$ cat config.mk
export PLATFORM = sky130hd
export DESIGN_NAME = det_gap_logger
export DESIGN_NICKNAME = d
export VERILOG_FILES = /design/src/rtl/det_gap_pkg.sv /design/src/rtl/gap_fifo.sv /design/src/rtl/det_gap_logger.sv
export SDC_FILE = /design/constraint.sdc
export NUM_CORES = 1
export LEC_CHECK = 0
export CAP_MARGIN = 20
export CORE_MARGIN = 4
export CORE_UTILIZATION = 29
export DETAILED_ROUTE_END_ITERATION = 10
export SYNTH_ARGS = -nofsm -noshare
export SYNTH_HDL_FRONTEND = slang
export SYNTH_SLANG_ARGS = --single-unit
$ cat constraint.sdc
create_clock -name CLK -period 4.9 [get_ports CLK]
set_clock_uncertainty 0.1 [all_clocks]
set_input_delay 0.735 -clock CLK [delete_from_list [all_inputs] [get_ports CLK]]
set_output_delay 0.735 -clock CLK [all_outputs]
set_load 0.01 [all_outputs]
$ cat src/rtl/det_gap_pkg.sv
// Shared constants for the detection gap logger.
//   DEPTH_DEFAULT : default FIFO depth (entries, power of two)
//   GAP_W_DEFAULT : default gap counter width in bits
//   GAP_MAX       : saturation value of a gap at the default width
package det_gap_pkg;

  localparam int unsigned DEPTH_DEFAULT = 4;
  localparam int unsigned GAP_W_DEFAULT = 8;
  localparam int unsigned GAP_MAX       = (1 << GAP_W_DEFAULT) - 1;

endpackage

$ cat src/rtl/gap_fifo.sv
// Small synchronous FIFO holding measured gaps.
//   clk_i   : clock, rising edge
//   rst_i   : synchronous active-high reset (clears pointers and count)
//   push_i  : write data_i; ignored when full unless a pop happens on the same edge
//   pop_i   : remove head; ignored when empty
//   data_i  : value to push
//   full_o  : occupancy == DEPTH
//   empty_o : occupancy == 0
//   count_o : current occupancy
//   head_o  : entry at the read pointer
module gap_fifo
  import det_gap_pkg::*;
#(
  parameter int unsigned DEPTH = DEPTH_DEFAULT,
  parameter int unsigned WIDTH = GAP_W_DEFAULT,
  localparam int unsigned PtrW = $clog2(DEPTH),
  localparam int unsigned CntW = $clog2(DEPTH) + 1
) (
  input  logic             clk_i,
  input  logic             rst_i,
  input  logic             push_i,
  input  logic             pop_i,
  input  logic [WIDTH-1:0] data_i,
  output logic             full_o,
  output logic             empty_o,
  output logic [CntW-1:0]  count_o,
  output logic [WIDTH-1:0] head_o
);

  logic [WIDTH-1:0] mem_q [DEPTH];
  logic [PtrW-1:0]  wr_ptr_q, wr_ptr_d;
  logic [PtrW-1:0]  rd_ptr_q, rd_ptr_d;
  logic [CntW-1:0]  count_q, count_d;
  logic             do_push, do_pop;

  assign full_o  = (count_q == CntW'(DEPTH));
  assign empty_o = (count_q == '0);
  assign count_o = count_q;
  assign head_o  = mem_q[rd_ptr_q];

  assign do_pop  = pop_i & ~empty_o;
  // A full buffer can still take a write when the head leaves on the same edge.
  assign do_push = push_i & (~full_o | do_pop);

  always_comb begin
    wr_ptr_d = wr_ptr_q;
    rd_ptr_d = rd_ptr_q;
    count_d  = count_q;
    // DEPTH is a power of two, so the pointers wrap naturally.
    if (do_push) wr_ptr_d = wr_ptr_q + PtrW'(1);
    if (do_pop)  rd_ptr_d = rd_ptr_q + PtrW'(1);
    if (do_push && !do_pop) begin
      count_d = count_q + CntW'(1);
    end else if (!do_push && do_pop) begin
      count_d = count_q - CntW'(1);
    end
  end

  always_ff @(posedge clk_i) begin
    if (rst_i) begin
      wr_ptr_q <= '0;
      rd_ptr_q <= '0;
      count_q  <= '0;
    end else begin
      wr_ptr_q <= wr_ptr_d;
      rd_ptr_q <= rd_ptr_d;
      count_q  <= count_d;
    end
  end

  always_ff @(posedge clk_i) begin
    if (!rst_i && do_push) begin
      mem_q[wr_ptr_q] <= data_i;
    end
  end

endmodule

$ cat src/rtl/det_gap_logger.sv
// Measures the distance in cycles between successive detection pulses and
// queues each distance for a downstream consumer.
//   CLK       : clock, rising edge
//   RST       : synchronous active-high reset, wins over DIN/OUT_READY
//   DIN       : detection pulse, one event per cycle sampled high
//   OUT_READY : consumer takes the head entry this cycle
//   OUT_VALID : FIFO non-empty
//   OUT_DATA  : gap at FIFO head
//   EVT_CNT   : events since reset, wraps at 256
//   OVF       : sticky, a gap was dropped because the FIFO was full
module det_gap_logger
  import det_gap_pkg::*;
#(
  parameter int unsigned DEPTH = DEPTH_DEFAULT,
  parameter int unsigned GAP_W = GAP_W_DEFAULT
) (
  input  logic             CLK,
  input  logic             RST,
  input  logic             DIN,
  input  logic             OUT_READY,
  output logic             OUT_VALID,
  output logic [GAP_W-1:0] OUT_DATA,
  output logic [7:0]       EVT_CNT,
  output logic             OVF
);

  localparam int unsigned      CntW   = $clog2(DEPTH) + 1;
  localparam logic [GAP_W-1:0] GapMax = {GAP_W{1'b1}};

  logic             armed_q, armed_d;
  logic [GAP_W-1:0] gap_q, gap_d;
  logic [7:0]       evt_cnt_q, evt_cnt_d;
  logic             ovf_q, ovf_d;

  logic             push;
  logic             fifo_full, fifo_empty;
  logic [CntW-1:0]  fifo_count;

  // The first event after reset only starts the measurement.
  assign push = DIN & armed_q;

  always_comb begin
    armed_d   = armed_q;
    gap_d     = gap_q;
    evt_cnt_d = evt_cnt_q;
    ovf_d     = ovf_q;
    if (DIN) begin
      armed_d   = 1'b1;
      gap_d     = GAP_W'(1);
      evt_cnt_d = evt_cnt_q + 8'd1;
    end else if (armed_q && gap_q != GapMax) begin
      gap_d = gap_q + GAP_W'(1);
    end
    // When full, the head is valid, so OUT_READY alone means a slot frees up.
    if (push && fifo_full && !OUT_READY) begin
      ovf_d = 1'b1;
    end
  end

  always_ff @(posedge CLK) begin
    if (RST) begin
      armed_q   <= 1'b0;
      gap_q     <= '0;
      evt_cnt_q <= '0;
      ovf_q     <= 1'b0;
    end else begin
      armed_q   <= armed_d;
      gap_q     <= gap_d;
      evt_cnt_q <= evt_cnt_d;
      ovf_q     <= ovf_d;
    end
  end

  gap_fifo #(
    .DEPTH (DEPTH),
    .WIDTH (GAP_W)
  ) u_fifo (
    .clk_i   (CLK),
    .rst_i   (RST),
    .push_i  (push),
    .pop_i   (OUT_READY),
    .data_i  (gap_q),
    .full_o  (fifo_full),
    .empty_o (fifo_empty),
    .count_o (fifo_count),
    .head_o  (OUT_DATA)
  );

  // Full flag and occupancy must always agree.
  always_ff @(posedge CLK) begin
    if (!RST) begin
      assert (fifo_full == (fifo_count == CntW'(DEPTH)));
    end
  end

  assign OUT_VALID = ~fifo_empty;
  assign EVT_CNT   = evt_cnt_q;
  assign OVF       = ovf_q;

endmodule

==> metrics.md <==
| Metric | Value |
|---|---|
| Status | `finished, final reports clean` |
| Placement row count | `32` |
| Global Route Usage Sum | `9.13%` |
| Critical Setup Path Class | `in -> reg` |
| Area of the multi-input gates | `845 um^2` |
| Die area | `0.00974 mm^2` |
| # DRC | `0` |
| PortBufs | `21` |
| H-tree levels | `3` |
| Internal power | `964 uW` |
| Seq/Total Area, Yosys | `62.9%` |
| Post-synth EDFFs | `32` |
| Fin util | `37.1%` |
| Power share of the combinational group | `17.1%` |
| Max VDD drop | `0.000240 V` |
| CTS Hold Bufs | `0` |
| CP arrival | `3.11 ns` |
| Seq pwr share | `46.6%` |
| Fraction of layout cells with a size suffix above 1 | `12.3%` |
| Core Region | `0.00785 mm^2` |
| Cell taking the most area after synthesis | `edfxtp_1` |
| Vias after detailed routing | `1,398` |
| Area grow syn2layout | `21.9%` |
| Initial DRC count | `49` |
| Non-Filler Instances | `314` |
| Yosys warnings | `0` |
| Synthesized Nets | `193` |
| Vias per cell | `4.45` |
| First-pass GRT wire length | `6.63 mm` |
| Asr flop ratio synth | `0%` |
| Hold crit path type | `reg -> reg` |
| Layout Nets | `219` |
| Total of max-cap violations | `0` |
| Gp weighted congestion | `0.753` |
| Most frequent cell after synthesis | `edfxtp_1` |
| CP cell instances | `clkdlybuf4s50_1 > nand2_1 > nor2_1 > ha_1 > inv_1 > fa_1 > xor2_1 > or3_1 > a21oi_1` |
| Fmax | `338 MHz` |
| Vias in the first global route | `1,380` |
| Synth cell count leaders | `edfxtp_1 (32), dfxtp_1 (27), nor2_1 (22), nand2_1 (11), xor2_1 (10)` |
| Crit path time final | `2.96 ns` |
| DP Area | `0.00270 mm^2` |
| P_leak | `0.990 nW` |
| Synth top area cells | `edfxtp_1 (40%), dfxtp_1 (23%), mux4_2 (7.6%)` |
| Mapped Avg Cell Area | `13.2 um^2` |
| Final slew viol count | `0` |
| Crit. End Element | `flop` |
| Critical-path top delay cell | `clkdlybuf4s50_1` |
| Io pins | `22` |
| WL/cell | `12.8 um` |
| Worst-path clk slew | `0.06 ns` |
| Switch share | `24.3%` |
| Worst setup SP type | `input port` |
| Maximum buffer depth of the clock tree | `2` |
| Largest stage delay on the critical path | `0.73 ns` |
| Post-CTS Setup Bufs | `0` |
| Synth cell types | `29` |
| Drt first pass iters | `4` |
| Post-route antenna net violation count | `0` |
| CTS tree | `yes` |
| Max FO, Critical Path | `12` |
| Power Density | `438 mW/mm^2` |
| Syn Inst Count | `181` |
| Clock power frac | `36.3%` |
| Fin crit share | `60.4%` |
| Yosys top cell area share | `40.3%` |
| Initial Utilization | `30.4%` |
| Normalized max-slew margin | `49.6%` |
| Fin. Hold Viols | `0` |
| Diode count | `0` |
| Total power draw | `1.27 mW` |
| Register area | `0.00150 mm^2` |
| Hpwl dp | `2.63 mm` |
| Switching power | `310 uW` |
| Initial antenna violation count | `0` |
| Resize count post-CTS | `0` |
| GR Overflow Total | `0` |
| Clock buffer count from CTS | `9` |
| Yosys reg bits | `59` |
| CP required | `5.05 ns` |
| Worst skew pair latency | `0.33 ns` |
| Final setup viols | `0` |
| Die X | `98.7 um` |
| Clk root buf | `clkbuf_8` |
| RSZ-0062 raised after global routing | `false` |
| Synth Flop Type | `edfxtp_1` |
| Inst Count DP | `298` |
| Largest net degree at the start of global routing | `23` |
| Final Instance Area | `0.00291 mm^2` |
| FILL cells | `796` |
| Die Height | `98.7 um` |
| CTS sink cnt | `59` |
| Least-Margin Pin Slew | `0.753 ns` |
| Mapped cell area | `0.00239 mm^2` |
| Setup TNS | `0 ns` |
| Final wirelength | `4.03 mm` |
-- kinds of logic after synthesis --
group	after synthesis	share of synthesized area [%]
AND/OR/NAND/NOR	60	12.3
flip-flops	59	62.9
AO/OA/AOI/OAI	21	5.40
XOR/XNOR	13	4.77
buffers and inverters	10	1.68
multiplexers	10	8.39
adder cells (fa/ha/maj)	8	4.51
-- path summary, 6_finish.rpt --
kind	startpoint	to	slack, ns	depth (start not counted)
max	DIN	u_fifo.count_o[2]	1.94	9
min	OVF	OVF	0.38	2
max reg2reg	u_fifo.count_o[1]	u_fifo.count_o[2]	2.58	8
min reg2reg	OVF	OVF	0.38	2
-- cell type report --
class	count	area share [%]
inverter	4	0.516
clock inverter	6	2.80
clock buffer	10	4.39
tap	102	4.39
timing repair buffer	21	7.23
sequential	59	51.6
multi-input combinational	112	29.0
-- state kept, by name, indices dropped and copies added, names as in the netlist, named ones only --
signal           flops
u_fifo.mem_q        32
armed_q              1
u_fifo.count_o       3
u_fifo.rd_ptr_q      2
u_fifo.wr_ptr_q      2
gap_q                8
EVT_CNT              8
OVF                  1
-- worst max-delay path, delay by kind of cell --
kind | cells | cell delay [ns]
AND/OR/NAND/NOR | 3 | 0.67
AO/OA/AOI/OAI | 1 | 0.13
adder cells (fa/ha/maj) | 2 | 0.62
XOR/XNOR | 1 | 0.17
buffers and inverters | 2 | 0.79
-- layout by cell type, fill, tap and decap left out, drive strengths merged --
master	n
edfxtp	32
dfxtp	27
nor2	22
clkdlybuf4s50	21
nand2	11
xor2	10
clkbuf	10
o21ai	9
mux4	8
a21oi	7
ha	7
and2	6
or3	5
nand4	5
inv	4
nand3	4
clkinv	4
xnor2	3
a31oi	3
and3	3
nor3	2
mux2i	2
bufinv	2
nor4b	1
or2	1
a2111oi	1
o2111ai	1
fa	1
-- power by group through the flow --
stage / Combinational, mW / Clock, mW / Sequential, mW
after floorplan: 0.162 / 0 / 0.575
after global placement: 0.217 / 0 / 0.606
after detailed placement: 0.221 / 0 / 0.606
after CTS: 0.222 / 0.479 / 0.596
after global routing: 0.239 / 0.497 / 0.602
final: 0.218 / 0.463 / 0.594
-- routing by layer --
metal	part of all wire [%]	global-route usage [%]	up-vias	routed length [um]
met5	0	0	-	0
met2	46	14.0	27	1850
met4	1.6	4.10	0	65
li1	-	-	716	-
met1	47	10.8	650	1910
met3	5.1	4.60	5	206
-- through the flow --
stage / setup WS [ns] / hold WS [ns]
after detailed placement: 1.57 / 0.363
after CTS: 1.89 / 0.384
after floorplan: 2.48 / 0.362
after global routing: 1.74 / 0.424
after global placement: 1.68 / 0.371
final: 1.94 / 0.381
No activity file was read; power rests on OpenSTA's default activity.
